--- src/rtl/mpr121_poller_pkg.sv ---
// ============================================================================
// mpr121_defs : MPR121 register constants, poller state and command flag types
// Rev 1.0
// ============================================================================
`default_nettype none

package mpr121_defs;

    localparam logic [7:0] c_REG_SRST   = 8'h80;
    localparam logic [7:0] c_SRST_VAL   = 8'h63;
    localparam logic [7:0] c_REG_ECR    = 8'h5E;
    localparam logic [7:0] c_REG_TTH0   = 8'h41;
    localparam logic [7:0] c_REG_STATUS = 8'h00;
    localparam logic [7:0] c_ECR_STOP   = 8'h00;
    localparam logic [7:0] c_ECR_RUN    = 8'h0C;

    localparam int c_ROM_DEPTH = 31;
    localparam int c_ROM_AW    = 5;
    localparam int c_TO_W      = 22;

    typedef enum logic [3:0] {
        ST_INIT_CMD  = 4'd0,
        ST_INIT_DATA = 4'd1,
        ST_WAIT      = 4'd2,
        ST_ADDR_CMD  = 4'd3,
        ST_ADDR_DATA = 4'd4,
        ST_RD0_CMD   = 4'd5,
        ST_RD0_DATA  = 4'd6,
        ST_RD1_CMD   = 4'd7,
        ST_RD1_DATA  = 4'd8,
        ST_PUBLISH   = 4'd9,
        ST_RECOVER   = 4'd10
    } poller_state_t;

    typedef struct packed {
        logic start;
        logic read;
        logic write;
        logic write_multiple;
        logic stop;
    } cmd_flags_t;

    // Command flags presented while the FSM sits in each command state.
    function automatic cmd_flags_t cmd_flags_for(input poller_state_t s);
        cmd_flags_t f;
        f = '0;
        case (s)
            ST_INIT_CMD: begin f.start = 1'b1; f.write_multiple = 1'b1; f.stop = 1'b1; end
            ST_ADDR_CMD: begin f.start = 1'b1; f.write = 1'b1; end
            ST_RD0_CMD:  begin f.start = 1'b1; f.read = 1'b1; end
            ST_RD1_CMD:  begin f.read = 1'b1; f.stop = 1'b1; end
            default:     f = '0;
        endcase
        return f;
    endfunction

endpackage

`default_nettype wire

--- src/rtl/mpr121_poller_init_rom.sv ---
// ============================================================================
// mpr121_init_rom : initialisation byte stream with transaction/sequence marks
// Rev 1.0
// ============================================================================
`default_nettype none

module mpr121_init_rom
    import mpr121_defs::*;
#(
    parameter logic [7:0] TOUCH_TH   = 8'h0F,
    parameter logic [7:0] RELEASE_TH = 8'h0A
) (
    input  logic [c_ROM_AW-1:0] i_idx,
    output logic [7:0]          o_byte,
    output logic                o_last_txn,
    output logic                o_last_seq
);

    always_comb begin
        o_byte     = 8'h00;
        o_last_txn = 1'b0;
        o_last_seq = 1'b0;
        case (i_idx)
            5'd0:  o_byte = c_REG_SRST;
            5'd1:  begin o_byte = c_SRST_VAL; o_last_txn = 1'b1; end
            5'd2:  o_byte = c_REG_ECR;
            5'd3:  begin o_byte = c_ECR_STOP; o_last_txn = 1'b1; end
            5'd4:  o_byte = c_REG_TTH0;
            5'd29: o_byte = c_REG_ECR;
            5'd30: begin o_byte = c_ECR_RUN; o_last_txn = 1'b1; o_last_seq = 1'b1; end
            default: begin
                // Indices 5..28 alternate touch/release threshold per electrode.
                if (i_idx >= 5'd5 && i_idx <= 5'd28) begin
                    o_byte     = i_idx[0] ? TOUCH_TH : RELEASE_TH;
                    o_last_txn = (i_idx == 5'd28);
                end
            end
        endcase
    end

endmodule

`default_nettype wire

--- src/rtl/mpr121_poller.sv ---
// ============================================================================
// mpr121_poller : MPR121 init sequencer and periodic touch-status poller
// Rev 1.0
// ============================================================================
`default_nettype none

module mpr121_poller
    import mpr121_defs::*;
#(
    parameter logic [6:0] I2C_ADDR      = 7'h5A,
    parameter logic [7:0] TOUCH_TH      = 8'h0F,
    parameter logic [7:0] RELEASE_TH    = 8'h0A,
    parameter int         POLL_INTERVAL = 27000,
    parameter int         RX_TIMEOUT    = 2700000
) (
    input  logic        clk,
    input  logic        rst,
    input  logic        enable,
    output logic [6:0]  cmd_address,
    output logic        cmd_start,
    output logic        cmd_read,
    output logic        cmd_write,
    output logic        cmd_write_multiple,
    output logic        cmd_stop,
    output logic        cmd_valid,
    input  logic        cmd_ready,
    output logic [7:0]  tx_tdata,
    output logic        tx_tvalid,
    output logic        tx_tlast,
    input  logic        tx_tready,
    input  logic [7:0]  rx_tdata,
    input  logic        rx_tvalid,
    input  logic        rx_tlast,
    output logic        rx_tready,
    output logic [11:0] touch_status,
    output logic [11:0] pressed,
    output logic [11:0] released,
    output logic        status_valid,
    output logic        init_done,
    output logic        error
);

    localparam logic [c_TO_W-1:0] c_TO_LIMIT = c_TO_W'(RX_TIMEOUT);
    localparam logic [31:0]       c_WAIT_END = 32'(POLL_INTERVAL - 1);

    poller_state_t       r_state;
    logic [c_ROM_AW-1:0] r_rom_idx;
    cmd_flags_t          r_flags;
    logic                r_cmd_valid;
    logic [7:0]          r_tx_tdata;
    logic                r_tx_tvalid;
    logic                r_tx_tlast;
    logic                r_tx_seq_last;
    logic                r_rx_tready;
    logic [7:0]          r_byte0;
    logic [11:0]         r_touch;
    logic [11:0]         r_pressed;
    logic [11:0]         r_released;
    logic                r_status_valid;
    logic                r_init_done;
    logic                r_error;
    logic [31:0]         r_wait_cnt;
    logic [c_TO_W-1:0]   r_to_cnt;

    logic [7:0]  w_rom_byte;
    logic        w_rom_last_txn;
    logic        w_rom_last_seq;
    logic        w_waiting;
    logic        w_hs;
    logic        w_timeout;
    logic [11:0] w_new;
    logic        w_unused;

    mpr121_init_rom #(
        .TOUCH_TH   (TOUCH_TH),
        .RELEASE_TH (RELEASE_TH)
    ) u_rom (
        .i_idx      (r_rom_idx),
        .o_byte     (w_rom_byte),
        .o_last_txn (w_rom_last_txn),
        .o_last_seq (w_rom_last_seq)
    );

    assign w_new    = {rx_tdata[3:0], r_byte0};
    assign w_unused = ^{rx_tlast, rx_tdata[6:4]};

    always_comb begin
        w_waiting = 1'b0;
        w_hs      = 1'b0;
        case (r_state)
            ST_INIT_CMD, ST_ADDR_CMD, ST_RD0_CMD, ST_RD1_CMD: begin
                w_waiting = 1'b1;
                w_hs      = r_cmd_valid & cmd_ready;
            end
            ST_INIT_DATA, ST_ADDR_DATA: begin
                w_waiting = 1'b1;
                w_hs      = r_tx_tvalid & tx_tready;
            end
            ST_RD0_DATA, ST_RD1_DATA: begin
                w_waiting = 1'b1;
                w_hs      = r_rx_tready & rx_tvalid;
            end
            default: begin
                w_waiting = 1'b0;
                w_hs      = 1'b0;
            end
        endcase
    end

    assign w_timeout = w_waiting & ~w_hs & (r_to_cnt >= c_TO_LIMIT);

    // Every state change out of a waiting state is a handshake, so clearing on
    // handshake (or when not waiting) restarts the count on each new state.
    always_ff @(posedge clk or posedge rst) begin
        if (rst) begin
            r_to_cnt <= '0;
        end else if (w_hs || !w_waiting) begin
            r_to_cnt <= '0;
        end else if (r_to_cnt != {c_TO_W{1'b1}}) begin
            r_to_cnt <= r_to_cnt + 1'b1;
        end
    end

    always_ff @(posedge clk or posedge rst) begin
        if (rst) begin
            r_state        <= ST_INIT_CMD;
            r_rom_idx      <= '0;
            r_flags        <= '0;
            r_cmd_valid    <= 1'b0;
            r_tx_tdata     <= 8'h00;
            r_tx_tvalid    <= 1'b0;
            r_tx_tlast     <= 1'b0;
            r_tx_seq_last  <= 1'b0;
            r_rx_tready    <= 1'b0;
            r_byte0        <= 8'h00;
            r_touch        <= '0;
            r_pressed      <= '0;
            r_released     <= '0;
            r_status_valid <= 1'b0;
            r_init_done    <= 1'b0;
            r_error        <= 1'b0;
            r_wait_cnt     <= '0;
        end else begin
            r_status_valid <= 1'b0;
            r_pressed      <= '0;
            r_released     <= '0;
            if (r_state != ST_WAIT) begin
                r_wait_cnt <= '0;
            end

            if (w_timeout) begin
                r_error     <= 1'b1;
                r_init_done <= 1'b0;
                r_cmd_valid <= 1'b0;
                r_tx_tvalid <= 1'b0;
                r_tx_tlast  <= 1'b0;
                r_rx_tready <= 1'b0;
                r_state     <= ST_RECOVER;
            end else begin
                case (r_state)
                    ST_INIT_CMD, ST_ADDR_CMD, ST_RD0_CMD, ST_RD1_CMD: begin
                        // Command is raised on the first cycle in the state, then held.
                        if (!r_cmd_valid) begin
                            r_cmd_valid <= 1'b1;
                            r_flags     <= cmd_flags_for(r_state);
                        end else if (cmd_ready) begin
                            r_cmd_valid <= 1'b0;
                            r_flags     <= '0;
                            case (r_state)
                                ST_INIT_CMD: begin
                                    r_tx_tvalid   <= 1'b1;
                                    r_tx_tdata    <= w_rom_byte;
                                    r_tx_tlast    <= w_rom_last_txn;
                                    r_tx_seq_last <= w_rom_last_seq;
                                    r_rom_idx     <= r_rom_idx + 1'b1;
                                    r_state       <= ST_INIT_DATA;
                                end
                                ST_ADDR_CMD: begin
                                    r_tx_tvalid   <= 1'b1;
                                    r_tx_tdata    <= c_REG_STATUS;
                                    r_tx_tlast    <= 1'b1;
                                    r_tx_seq_last <= 1'b0;
                                    r_state       <= ST_ADDR_DATA;
                                end
                                ST_RD0_CMD: begin
                                    r_rx_tready <= 1'b1;
                                    r_state     <= ST_RD0_DATA;
                                end
                                default: begin
                                    r_rx_tready <= 1'b1;
                                    r_state     <= ST_RD1_DATA;
                                end
                            endcase
                        end
                    end
                    ST_INIT_DATA: begin
                        if (tx_tready) begin
                            if (r_tx_seq_last) begin
                                r_tx_tvalid   <= 1'b0;
                                r_tx_tlast    <= 1'b0;
                                r_tx_seq_last <= 1'b0;
                                r_init_done   <= 1'b1;
                                r_state       <= ST_WAIT;
                            end else if (r_tx_tlast) begin
                                r_tx_tvalid <= 1'b0;
                                r_tx_tlast  <= 1'b0;
                                r_state     <= ST_INIT_CMD;
                            end else begin
                                r_tx_tdata    <= w_rom_byte;
                                r_tx_tlast    <= w_rom_last_txn;
                                r_tx_seq_last <= w_rom_last_seq;
                                r_rom_idx     <= r_rom_idx + 1'b1;
                            end
                        end
                    end
                    ST_WAIT: begin
                        if (r_wait_cnt >= c_WAIT_END) begin
                            if (enable) begin
                                r_state <= ST_ADDR_CMD;
                            end
                        end else begin
                            r_wait_cnt <= r_wait_cnt + 32'd1;
                        end
                    end
                    ST_ADDR_DATA: begin
                        if (tx_tready) begin
                            r_tx_tvalid <= 1'b0;
                            r_tx_tlast  <= 1'b0;
                            r_state     <= ST_RD0_CMD;
                        end
                    end
                    ST_RD0_DATA: begin
                        if (rx_tvalid) begin
                            r_byte0     <= rx_tdata;
                            r_rx_tready <= 1'b0;
                            r_state     <= ST_RD1_CMD;
                        end
                    end
                    ST_RD1_DATA: begin
                        if (rx_tvalid) begin
                            r_rx_tready <= 1'b0;
                            // Over-current: drop this sample and re-run init from T0.
                            if (rx_tdata[7]) begin
                                r_error     <= 1'b1;
                                r_init_done <= 1'b0;
                                r_rom_idx   <= '0;
                                r_state     <= ST_INIT_CMD;
                            end else begin
                                r_touch        <= w_new;
                                r_pressed      <= w_new & ~r_touch;
                                r_released     <= r_touch & ~w_new;
                                r_status_valid <= 1'b1;
                                r_state        <= ST_PUBLISH;
                            end
                        end
                    end
                    ST_PUBLISH: begin
                        r_state <= ST_WAIT;
                    end
                    default: begin
                        r_rom_idx <= '0;
                        r_state   <= ST_INIT_CMD;
                    end
                endcase
            end
        end
    end

    assign cmd_address        = I2C_ADDR;
    assign cmd_start          = r_flags.start;
    assign cmd_read           = r_flags.read;
    assign cmd_write          = r_flags.write;
    assign cmd_write_multiple = r_flags.write_multiple;
    assign cmd_stop           = r_flags.stop;
    assign cmd_valid          = r_cmd_valid;
    assign tx_tdata           = r_tx_tdata;
    assign tx_tvalid          = r_tx_tvalid;
    assign tx_tlast           = r_tx_tlast;
    assign rx_tready          = r_rx_tready;
    assign touch_status       = r_touch;
    assign pressed            = r_pressed;
    assign released           = r_released;
    assign status_valid       = r_status_valid;
    assign init_done          = r_init_done;
    assign error              = r_error;

endmodule

`default_nettype wire

--- config.mk ---
export PLATFORM = sky130hd
export DESIGN_NAME = mpr121_poller
export DESIGN_NICKNAME = d
export VERILOG_FILES = /design/src/rtl/mpr121_poller_pkg.sv /design/src/rtl/mpr121_poller_init_rom.sv /design/src/rtl/mpr121_poller.sv
export SDC_FILE = /design/constraint.sdc
export NUM_CORES = 1
export LEC_CHECK = 0
export ABC_AREA = 0
export BUFFER_PORTS_ARGS = -buffer_cell sky130_fd_sc_hd__buf_2
export CORE_MARGIN = 5
export CORE_UTILIZATION = 60
export DETAILED_ROUTE_END_ITERATION = 7
export GPL_TIMING_DRIVEN = 0
export PLACE_DENSITY = 0.82
export RECOVER_POWER = 50
export SLEW_MARGIN = 20
export SYNTH_ARGS = -nofsm -noshare
export SYNTH_HDL_FRONTEND = slang
export SYNTH_SLANG_ARGS = --single-unit
export TNS_END_PERCENT = 30
--- constraint.sdc ---
create_clock -name clk -period 12.8 [get_ports clk]
set_input_delay 3.84 -clock clk [delete_from_list [all_inputs] [get_ports clk]]
set_output_delay 3.84 -clock clk [all_outputs]
set_load 0.03 [all_outputs]
==> summary.md, run 1 <==
| Metric | Value |
|---|---|
| CTS Sinks | about 130 |
| Setup crit end kind | register |
| Fin Clk Skew | between 0.01 and 0.015 ns |
| Die W | roughly 110 um |
| WL/cell | 16.5 um |
| Async set-reset flop share out of synthesis | 1.00 |
| Type of the worst setup path | input port to register |
| Post-CTS sizing | 0 |
| Clock Root Buffer | clkbuf_8 |
| Starting density of the core | 0.612 |
| Mean Syn Cell Area | between 10 and 15 um^2 |
| Worst skew pair latency | 0.52 ns |
| Share of cells above drive strength 1 | 0.224 |
| Row cnt | 37 |
| Final Cycle Share | 0.434 |
| Top-Level Pins | 78 |
| Detailed Route WL | 13.9 mm |
| Synth warn | 0 |
| Ant diodes | 0 |
| Grt total ovfl | 0 |
| Min cycle time layout | between 5 and 6 ns |
| Core ar. | 10,300 um^2 |
| Flops & latches, synth | 128 |
| Drt pass-1 iters | 5 |
| DIE HEIGHT | 112 um |
| Failing checks | capacitance limit, slew limit |
| TNS Setup | 0 ns |
| TritonCTS Buffers | 17 |
| Static leakage power | 0.00346 uW |
| Slew Viols, Final | 42 |
| Peak supply drop | 0.126 mV |
| H-tree depth | 4 |
| First-pass GRT wire length | 24.2 mm |
| Syn Inst Count | between 500 and 600 |
| Final Hold Fails | 0 |
| Final Util | 0.721 |
| DR top layer | met4 |
| Critical path origin | cmd_ready |
| Status | complete, but fails checks |
| Vias/cell | 5.85 |
| Hold buffers post-CTS | 0 |
| Primary FF master, synth | dfrtp_1 |
| DRC | 0 |
| Total GRT Usage | 0.234 |
| Reg2reg start | r_state[2]$_DFFE_PP0P_ |
| DRT iter0 DRCs | approximately 440 |
| Routed wl met2 | 6.78 mm |
| Metal3 WL | around 770 um |
| Initial antenna violation count | 0 |
| Yosys cell types | 73 |
| DR vias | 4,901 |
| Met1 wire length | 6.10 mm |
| Reg2Reg Setup Slack | 10.07 ns |
| Antenna viol nets, final | 0 |
| RR Endpoint | r_wait_cnt[12]$_DFF_PP0_ |
| Synthesized cell area | 6290 um^2 |
| Largest net degree at the start of global routing | 88 |
| Post-detail-place hpwl | 9.36 mm |
| Setup bufs post-CTS | 0 |
| Sequential-to-total area share from yosys stat | 0.510 |
| Critical Path Sink | r_wait_cnt[12]$_DFF_PP0_ |
| Largest fanout on the critical path | 10 |
| Pwr dens | between 150 and 200 nW/um^2 |
| Max Cap Viol | 1 |
| Critical path arrival | 5.99 ns |
| Post-synth EDFFs | 0 |
| Worst r2r path cells | 9 |
| Max Clock Freq | 0.180 GHz |
| # port buffers | ~70 |
| Final setup viols | 0 |
| RSZ-0062 raised after global routing | no |
| Max-slew headroom | -0.252 |
| Worst Tran Pin Value | 1.87 ns |
| Total die area | 12,600 um^2 |
| Reg clk slew, reported paths | ~0.06 ns |
| CTS tree | built |
| Hold crit path type | register to register |
| Area growth, synth to finish | 17.9% |
| Bufs on Longest Clock Path | 2 |
| CP Data Required Time | approximately 13 ns |
| Setup crit start kind | input port |
| Hold path start | touch_status[7]$_DFFE_PP0P_ |
| Final net count | roughly 700 |
| Vias in the first global route | 4,918 |
| GP Congestion | 0.892 |
## layout make-up
| class | instances | area, um^2 |
|---|---|---|
| buffer | 34 | 200 |
| inverter | 15 | 57.6 |
| fill | 753 | 2870 |
| sequential | 128 | 3200 |
| clock buffer | 17 | 414 |
| multi-input combinational | 423 | 2830 |
| timing repair buffer | 70 | 365 |
| tap | 136 | 170 |
| clock inverter | 15 | 173 |
## power by group
part           total, uW  switching [uW]  internal (uW)
logic                326             211            115
registers            468            28.5            440
clock network        480             196            283
## cell usage in the layout, fill, tap and decap left out, types with 14 or more instances in the layout
cell,instances
a21oi_1,22
and2_0,14
buf_2,70
clkbuf_1,18
clkbuf_16,16
dfrtp_1,128
inv_1,14
mux2_2,19
nand2_1,33
nand3_1,23
nand4_1,14
nor2_1,56
nor3_1,17
nor3b_1,24
o21ai_0,25
xor2_1,18
## state kept, by name (all words and copies together) (netlist names), 4 cells and up
name,flops
r_byte0,8
r_rom_idx,5
pressed,12
r_wait_cnt,32
r_state,4
released,12
touch_status,12
r_to_cnt,22
tx_tdata,8
## worst max-delay path, stage by stage
cell	delay, ns
clkbuf_1	0.16
nand2_1	0.22
o21a_1	0.25
o221ai_1	0.24
clkbuf_1	0.47
o21ai_4	0.13
buf_6	0.16
or3_1	0.35
a21oi_1	0.17
## Yosys cell counts, drive strengths merged, types with 2 or more instances
library cell  instances  area, um^2
and4                  2        17.5
conb                  2        7.51
o211ai                4        30.0
nor3b                25         193
o21ai                27         146
a211oi                4        42.5
nand4b                2        17.5
nand3                25         135
nor2b                 5        31.3
o21bai                3        22.5
o31ai                 7        52.6
a311oi                2        17.5
a31oi                 3        33.8
nand4                16         113
buf                  24         174
nor3                 18         101
or3                  10        62.6
o2bb2ai               8        70.1
ha                    7        87.6
o31a                  2        17.5
nor4                  6        37.5
mux2                 24         289
o21a                  6        45.0
and3                  7        43.8
nor2                 56         210
nand3b                2        15.0
a22oi                 2        15.0
o22ai                 3        18.8
o2111ai               2        17.5
mux2i                 5        50.1
nand2                33         124
xor2                 18         158
o311ai                2        17.5
o221ai                2        23.8
clkbuf               10        37.5
a32o                  4        40.0
and2                 18         113
or3b                  2        17.5
or2                   2        15.0
or4                   2        15.0
a21oi                22         110
inv                  15        56.3
dfrtp               128        3200
xnor2                 5        43.8
nand2b               10        62.6
## cells by family (layout without fill, tap and decap cells)
logic type / after synthesis / in the layout / share of synthesized area
AOI/OAI and AO/OA: 111 / 111 / 0.126
xor gates and xnor gates: 23 / 23 / 0.0320
adders and majority gates: 7 / 7 / 0.0139
buffers and inverters: 49 / 151 / 0.0426
DFF: 128 / 128 / 0.510
muxes: 29 / 29 / 0.0539
other: 2 / 7 / 0.00119
and+or+nand+nor: 246 / 246 / 0.220
## routing by layer
| metal | global-route usage | vias to the layer above |
|---|---|---|
| met3 | 0.0507 | 29 |
| met2 | 0.382 | 163 |
| met1 | 0.314 | 2394 |
| li1 | - | 2315 |
| met4 | 0.0753 | 0 |
| met5 | 0 | - |
## how the worst min path moves through the flow
stage / end / slack, ns / cells after the start
3_3_place_gp: released[5]$_DFF_PP0_ / 0.45 / 1
4_1_cts: pressed[9]$_DFF_PP0_ / 0.47 / 1
5_1_grt: released[3]$_DFF_PP0_ / 0.49 / 1
3_5_place_dp: error$_DFFE_PP0P_ / 0.46 / 1
2_1_floorplan: released[5]$_DFF_PP0_ / 0.44 / 1
6_report: pressed[7]$_DFF_PP0_ / 0.47 / 1
## stage by stage
step	worst slack [ns]	hold slack, ns	area (um^2)	cells	power (uW)
floorplan	5.55	0.436	6300	600	721
global placement	4.38	0.447	6820	805	791
detailed placement	7.10	0.459	6850	806	803
CTS	7.61	0.471	7440	838	1280
global route	7.03	0.492	7410	838	1350
finish	7.24	0.473	7410	838	1270
No activity file was read; power rests on OpenSTA's default activity.
==> inputs of run 2 (changes only) <==
CORE_UTILIZATION = 53   (was 60)
PLACE_DENSITY = 0.77   (was 0.82)
clock period = 4.55 ns   (was 12.8 ns; I/O delays follow)
==> summary.md, run 2 (synthesis results as in run 1) <==
| Metric | Value |
|---|---|
| Status | completed (was complete, but fails checks) |
| RSZ-0062 raised after global routing | no (unchanged) |
| Core ar. | 11,500 um^2 (was 10,300 um^2) |
| Bufs on Longest Clock Path | 2 (unchanged) |
| Worst r2r path cells | 8 (was 9) |
| Critical path, cell by cell | buf_2 -> nand2_1 -> o21a_1 -> o221ai_2 -> clkbuf_1 -> o221ai_1 -> o21ai_0 -> o21ai_0 (was clkbuf_1 -> nand2_1 -> o21a_1 -> o221ai_1 -> clkbuf_1 -> o21ai_4 -> buf_6 -> or3_1 -> a21oi_1) |
| Final net count | 714 (was 711) |
| DR vias | 4,938 (was 4,901) |
| Initial antenna violation count | 0 (unchanged) |
| CP dominant cell by count | o21ai_0 (was clkbuf_1) |
| Max Clock Freq | 0.319 GHz |
| Worst Tran Pin Value | 1.42 ns (was 1.87 ns) |
| Grt total ovfl | 0 (unchanged) |
| Critical path origin | cmd_ready (unchanged) |
| GP Congestion | 0.925 (was 0.892) |
| Fin Clk Skew | 0.0134 ns (was 0.0105 ns) |
| Final Cycle Share | 0.690 |
| First-pass GRT wire length | 23.3 mm (was 24.2 mm) |
| TritonCTS Buffers | 17 (unchanged) |
| Ant diodes | 0 (unchanged) |
| Total GRT Usage | 0.201 (was 0.234) |
| Peak supply drop | 0.424 mV (was 0.126 mV) |
| Worst skew pair latency | 0.41 ns (was 0.52 ns) |
| Largest net degree at the start of global routing | 34 (was 88) |
| Min cycle time layout | around 3.1 ns |
| DIE HEIGHT | 119 um (was 112 um) |
| Reg clk slew, reported paths | 0.06 ns (about the same) |
| Fillers | 952 (was 753) |
| Most flop-heavy register | r_wait_cnt (unchanged) |
| Setup crit start kind | input port (unchanged) |
| Final worst slack | 1.41 ns (was 7.24 ns) |
| Setup bufs post-CTS | 0 (unchanged) |
| Top-Level Pins | 78 (unchanged) |
| Max-slew headroom | 0.0546 (was -0.252) |
| Cell Count, Final, Fillers Out | 848 (was 838) |
| Vias/cell | 5.82 (was 5.85) |
| Critical path arrival | 3.43 ns (was 5.99 ns) |
| Most frequent cells in the layout | 128 x dfrtp_1, 60 x buf_2, 56 x nor2_1, 33 x nand2_1, 32 x clkbuf_1 (was 128 x dfrtp_1, 70 x buf_2, 56 x nor2_1, 33 x nand2_1, 25 x o21ai_0) |
| Share of cells above drive strength 1 | 0.210 (was 0.224) |
| Detailed Route WL | 13.9 mm (about the same) |
| Critical Path Sink | r_rom_idx[2]$_DFFE_PP0P_ (was r_wait_cnt[12]$_DFF_PP0_) |
| Setup crit end kind | register (unchanged) |
| Reg2reg start | r_state[2]$_DFFE_PP0P_ (unchanged) |
| Row cnt | 39 (was 37) |
| Post-Place Cells | 816 (was 806) |
| Final setup viols | 0 (unchanged) |
| Post-Place Worst Slack | 1.33 ns (was 7.10 ns) |
| Pwr dens | 471 nW/um^2 (was 172 nW/um^2) |
| Max Cap Viol | 0 (was 1) |
| Largest fanout on the critical path | 10 (unchanged) |
| Leading registers by flop count | r_wait_cnt x32, r_to_cnt x22 (unchanged) |
| Final Hold Fails | 0 (unchanged) |
| Starting density of the core | 0.546 (was 0.612) |
| Clock Root Buffer | clkbuf_16 (was clkbuf_8) |
| Antenna viol nets, final | 0 (unchanged) |
| Hold crit path type | register to register (unchanged) |
| Hold path start | touch_status[11]$_DFFE_PP0P_ (was touch_status[7]$_DFFE_PP0P_) |
| Slowest-stage cell, CP | clkbuf_1 (unchanged) |
| Die W | 119 um (was 112 um) |
| RR Endpoint | r_rom_idx[2]$_DFFE_PP0P_ (was r_wait_cnt[12]$_DFF_PP0_) |
| TNS Setup | 0 ns (unchanged) |
| Static leakage power | 0.00338 uW (was 0.00346 uW) |
| WL/cell | 16.4 um (was 16.5 um) |
| Vias in the first global route | 4,836 (was 4,918) |
| Hold buffers post-CTS | 0 (unchanged) |
| Reg2Reg Setup Slack | 1.75 ns (was 10.07 ns) |
| Hold slack final | 0.457 ns (was 0.473 ns) |
| CTS Sinks | 128 (unchanged) |
| Commonest non-fill, non-tap cell in the layout | dfrtp_1 (unchanged) |
| Slew Viols, Final | 0 (was 42) |
| Post-detail-place hpwl | 9.71 mm (was 9.36 mm) |
| CP Data Required Time | 4.84 ns (was 13.24 ns) |
| Drt pass-1 iters | 5 (unchanged) |
| Total die area | 14,100 um^2 (was 12,600 um^2) |
| DRC | 0 (unchanged) |
| DRT iter0 DRCs | 484 (was 442) |
| Post-CTS sizing | 0 (unchanged) |
| H-tree depth | 4 (unchanged) |
| # port buffers | 69 (unchanged) |
| Final Util | 0.640 (was 0.721) |
| CTS tree | built (unchanged) |
| Critical Path Max Stage Delay | 0.48 ns (was 0.47 ns) |
| Area growth, synth to finish | 17.2% (was 17.9%) |
| Type of the worst setup path | input port to register (unchanged) |
| Max reg flops | 32 (unchanged) |
==> run 2: worst min-delay path by stage <==
stage                                 end  cells after the start
finish              pressed[11]$_DFF_PP0_                      1
global route        pressed[11]$_DFF_PP0_                      1
CTS                 pressed[11]$_DFF_PP0_                      1
detailed placement  pressed[11]$_DFF_PP0_                      1
global placement    released[2]$_DFF_PP0_                      1
floorplan           released[5]$_DFF_PP0_                      1
==> run 2: per-layer routing <==
layer / GRT usage / up-vias / wire [um]
met2: 0.314 / 209 / 6570
met3: 0.0540 / 18 / 966
met1: 0.273 / 2396 / 6200
met4: 0.0666 / 0 / 139
li1: - / 2315 / -
met5: 0 / - / 0
==> run 2: critical path, delay by kind of cell <==
kind	cells	cell delay, ns
AO/OA/AOI/OAI	5	1.27
buffers and inverters	2	0.60
AND/OR/NAND/NOR	1	0.19
==> run 2: area by class of cell <==
cell class / count / area, um^2 / share of cell area
sequential: 128 / 3200 / 0.435
inverter: 15 / 57.6 / 0.00781
clock buffer: 18 / 429 / 0.0583
tap: 143 / 179 / 0.0243
buffer: 34 / 200 / 0.0272
timing repair buffer: 73 / 357 / 0.0484
clock inverter: 14 / 108 / 0.0146
multi-input combinational: 423 / 2830 / 0.385
==> run 2: metrics by stage <==
step / total power, uW / instance area [um^2]
after global placement: 2240 / 6830
after global routing: 3650 / 7370
after detailed placement: 2270 / 6930
after floorplan: 2030 / 6310
after CTS: 3510 / 7460
final: 3470 / 7370
==> run 2: power by group <==
| group | total (uW) | internal (uW) | switching [uW] |
|---|---|---|---|
| registers | 1320 | 1240 | 82.9 |
| logic | 921 | 325 | 596 |
| clock network | 1230 | 703 | 528 |
==> inputs of run 3 (changes only) <==
CORE_UTILIZATION = 58   (was 53)
PLACE_DENSITY = 0.8   (was 0.77)
clock period = 3 ns   (was 4.55 ns; I/O delays follow)
==> summary.md, run 3 (synthesis results as in run 1) <==
| Metric | Value |
|---|---|
| Max reg flops | 32 (unchanged) |
| Fillers | 831 (was 952) |
| # port buffers | 69 (unchanged) |
| Reg2Reg Setup Slack | 0.64 ns (was 1.75 ns) |
| Setup crit end kind | register (unchanged) |
| Int Pwr | 3790 uW (was 2260 uW) |
| Post-Place Cells | 813 (was 816) |
| Power Total | 5570 uW (was 3470 uW) |
| DRC | 0 (unchanged) |
| GR Util met2 | 0.375 (was 0.314) |
| Final Cycle Share | 0.787 |
| Worst r2r path cells | 9 (was 8) |
| Slew Viols, Final | 65 (was 0) |
| Clock Root Buffer | clkbuf_8 (was clkbuf_16) |
| CTS tree | built (unchanged) |
| Hold buffers post-CTS | 0 (unchanged) |
| Min cycle time layout | 2.36 ns |
| Drt pass-1 iters | 5 (unchanged) |
| DRT iter0 DRCs | 486 (was 484) |
| Detailed Route WL | 14.5 mm (was 13.9 mm) |
| RR Endpoint | r_wait_cnt[12]$_DFF_PP0_ (was r_rom_idx[2]$_DFFE_PP0P_) |
| Top-Level Pins | 78 (unchanged) |
| Register area | 3200 um^2 (unchanged) |
| Row cnt | 38 (was 39) |
| Bufs on Longest Clock Path | 2 (unchanged) |
| Multi-input logic area | 2830 um^2 (unchanged) |
| Worst skew pair latency | 0.53 ns (was 0.41 ns) |
| Max-slew headroom | -0.251 (was 0.0546) |
| Post-detail-place hpwl | 9.98 mm (was 9.71 mm) |
| Cell family with most CP delay | compound AO/OA/AOI/OAI gates (unchanged) |
| Setup crit start kind | register (was input port) |
| Status | complete, but fails checks (was completed) |
| Post-CTS sizing | 0 (unchanged) |
| Max Cap Viol | 2 (was 0) |
| Leading registers by flop count | r_wait_cnt x32, r_to_cnt x22 (unchanged) |
| Peak supply drop | 0.589 mV (was 0.424 mV) |
| Max Clock Freq | 0.423 GHz |
| CP Buf/Inv Count | 2 (unchanged) |
| Sw Ratio | 0.320 (was 0.348) |
| Global route hottest layer | met2 (unchanged) |
| Initial antenna violation count | 0 (unchanged) |
| Slowest-stage cell, CP | a211oi_4 (was clkbuf_1) |
| Share of cells above drive strength 1 | 0.203 (was 0.210) |
| Core ar. | 10,700 um^2 (was 11,500 um^2) |
| Critical path, cell by cell | ha_1 -> a21oi_1 -> o21ai_0 -> a211oi_4 -> o21ai_4 -> buf_6 -> buf_2 -> o21ai_0 -> a21oi_1 (was buf_2 -> nand2_1 -> o21a_1 -> o221ai_2 -> clkbuf_1 -> o221ai_1 -> o21ai_0 -> o21ai_0) |
| GP Congestion | 0.898 (was 0.925) |
| Commonest non-fill, non-tap cell in the layout | dfrtp_1 (unchanged) |
| Type of the worst setup path | register to register (was input port to register) |
| Reg2reg start | r_wait_cnt[0]$_DFF_PP0_ (was r_state[2]$_DFFE_PP0P_) |
| Fin Clk Skew | 0.0143 ns (was 0.0134 ns) |
| Pwr dens | 746 nW/um^2 (was 471 nW/um^2) |
| Static leakage power | 0.00343 uW (was 0.00338 uW) |
| Critical path arrival | 2.74 ns (was 3.43 ns) |
| Met1 usage | 0.302 (was 0.273) |
| DIE HEIGHT | 114 um (was 119 um) |
| Total die area | 13,000 um^2 (was 14,100 um^2) |
| Setup bufs post-CTS | 0 (unchanged) |
| Worst Tran Pin Value | 1.88 ns (was 1.42 ns) |
| Final setup viols | 0 (unchanged) |
| Vias in the first global route | 4,908 (was 4,836) |
| Met3 usage | 0.0618 (was 0.0540) |
| Final net count | 714 (unchanged) |
| Sw Pwr | 1780 uW (was 1210 uW) |
| Sequential Power Share | 0.359 (was 0.380) |
| CTS Sinks | 128 (unchanged) |
| Comb power frac | 0.256 (was 0.265) |
| Die W | 114 um (was 119 um) |
| Vias/cell | 5.91 (was 5.82) |
| Largest net degree at the start of global routing | 37 (was 34) |
| Most frequent cells in the layout | 128 x dfrtp_1, 56 x nor2_1, 53 x buf_2, 35 x clkbuf_1, 33 x nand2_1 (was 128 x dfrtp_1, 60 x buf_2, 56 x nor2_1, 33 x nand2_1, 32 x clkbuf_1) |
| RSZ-0062 raised after global routing | no (unchanged) |
| H-tree depth | 4 (unchanged) |
| Reg clk slew, reported paths | 0.06 ns (about the same) |
| Ant diodes | 0 (unchanged) |
| Hold slack final | 0.228 ns (was 0.457 ns) |
| Largest fanout on the critical path | 10 (unchanged) |
| TritonCTS Buffers | 17 (unchanged) |
| Most flop-heavy register | r_wait_cnt (unchanged) |
| Cell Count, Final, Fillers Out | 843 (was 848) |
| WL/cell | 17.2 um (was 16.4 um) |
| DR vias | 4,984 (was 4,938) |
| Hold crit path type | input port to async pin (was register to register) |
| Area growth, synth to finish | 18.7% (was 17.2%) |
| Final Hold Fails | 0 (unchanged) |
| Critical Path Max Stage Delay | 0.44 ns (was 0.48 ns) |
| Starting density of the core | 0.585 (was 0.546) |
| CP Data Required Time | 3.38 ns (was 4.84 ns) |
| Total GRT Usage | 0.232 (was 0.201) |
| Antenna viol nets, final | 0 (unchanged) |
| Grt total ovfl | 0 (unchanged) |
| First-pass GRT wire length | 24.1 mm (was 23.3 mm) |
| Failing checks | capacitance limit, slew limit |
| Clock share of power | 0.384 (was 0.354) |
run 3: area by class of cell:
class	instances	area share
Clock buffer	20	0.0610
Clock inverter	10	0.0215
Buffer	34	0.0283
Multi-Input combinational cell	423	0.380
Timing Repair Buffer	73	0.0488
Inverter	15	0.00771
Sequential cell	128	0.429
Tap cell	140	0.0235
run 3: power groups by stage:
stage	registers, uW	logic, uW	clock network, uW
after floorplan	2180	898	0
after global placement	2020	1360	0
after detailed placement	2030	1420	0
after CTS	2000	1430	2170
after global routing	2020	1570	2250
final	2000	1430	2140
run 3: layer usage:
| metal | vias up | share of wire |
|---|---|---|
| li1 | 2325 | - |
| met3 | 28 | 0.065 |
| met5 | - | 0 |
| met1 | 2458 | 0.43 |
| met2 | 173 | 0.49 |
| met4 | 0 | 0.020 |
run 3: how the worst max path moves through the flow:
stage / startpoint / endpoint / slack (ns) / cells after the start
6_report: r_wait_cnt[0]$_DFF_PP0_ / r_wait_cnt[12]$_DFF_PP0_ / 0.64 / 9
3_5_place_dp: rx_tvalid / touch_status[1]$_DFFE_PP0P_ / 0.28 / 9
3_3_place_gp: rst / tx_tdata[2]$_DFFE_PP0P_ / -0.19 / 2
5_1_grt: rst / r_rom_idx[2]$_DFFE_PP0P_ / 0.41 / 3
4_1_cts: r_to_cnt[20]$_DFFE_PP0P_ / pressed[4]$_DFF_PP0_ / 0.64 / 8
2_1_floorplan: rst / cmd_read$_DFFE_PP0P_ / 0.52 / 1
run 3: metrics by stage:
step                      setup TNS [ns]  instance area (um^2)  setup WS [ns]  utilization
after floorplan                        0                  6310          0.519            -
after global placement            -23.35                  6830         -0.187        0.636
after detailed placement               0                  6910          0.281        0.643
after CTS                              0                  7520          0.639        0.700
after global routing                   0                  7460          0.408        0.694
final                                  0                  7460          0.638        0.694
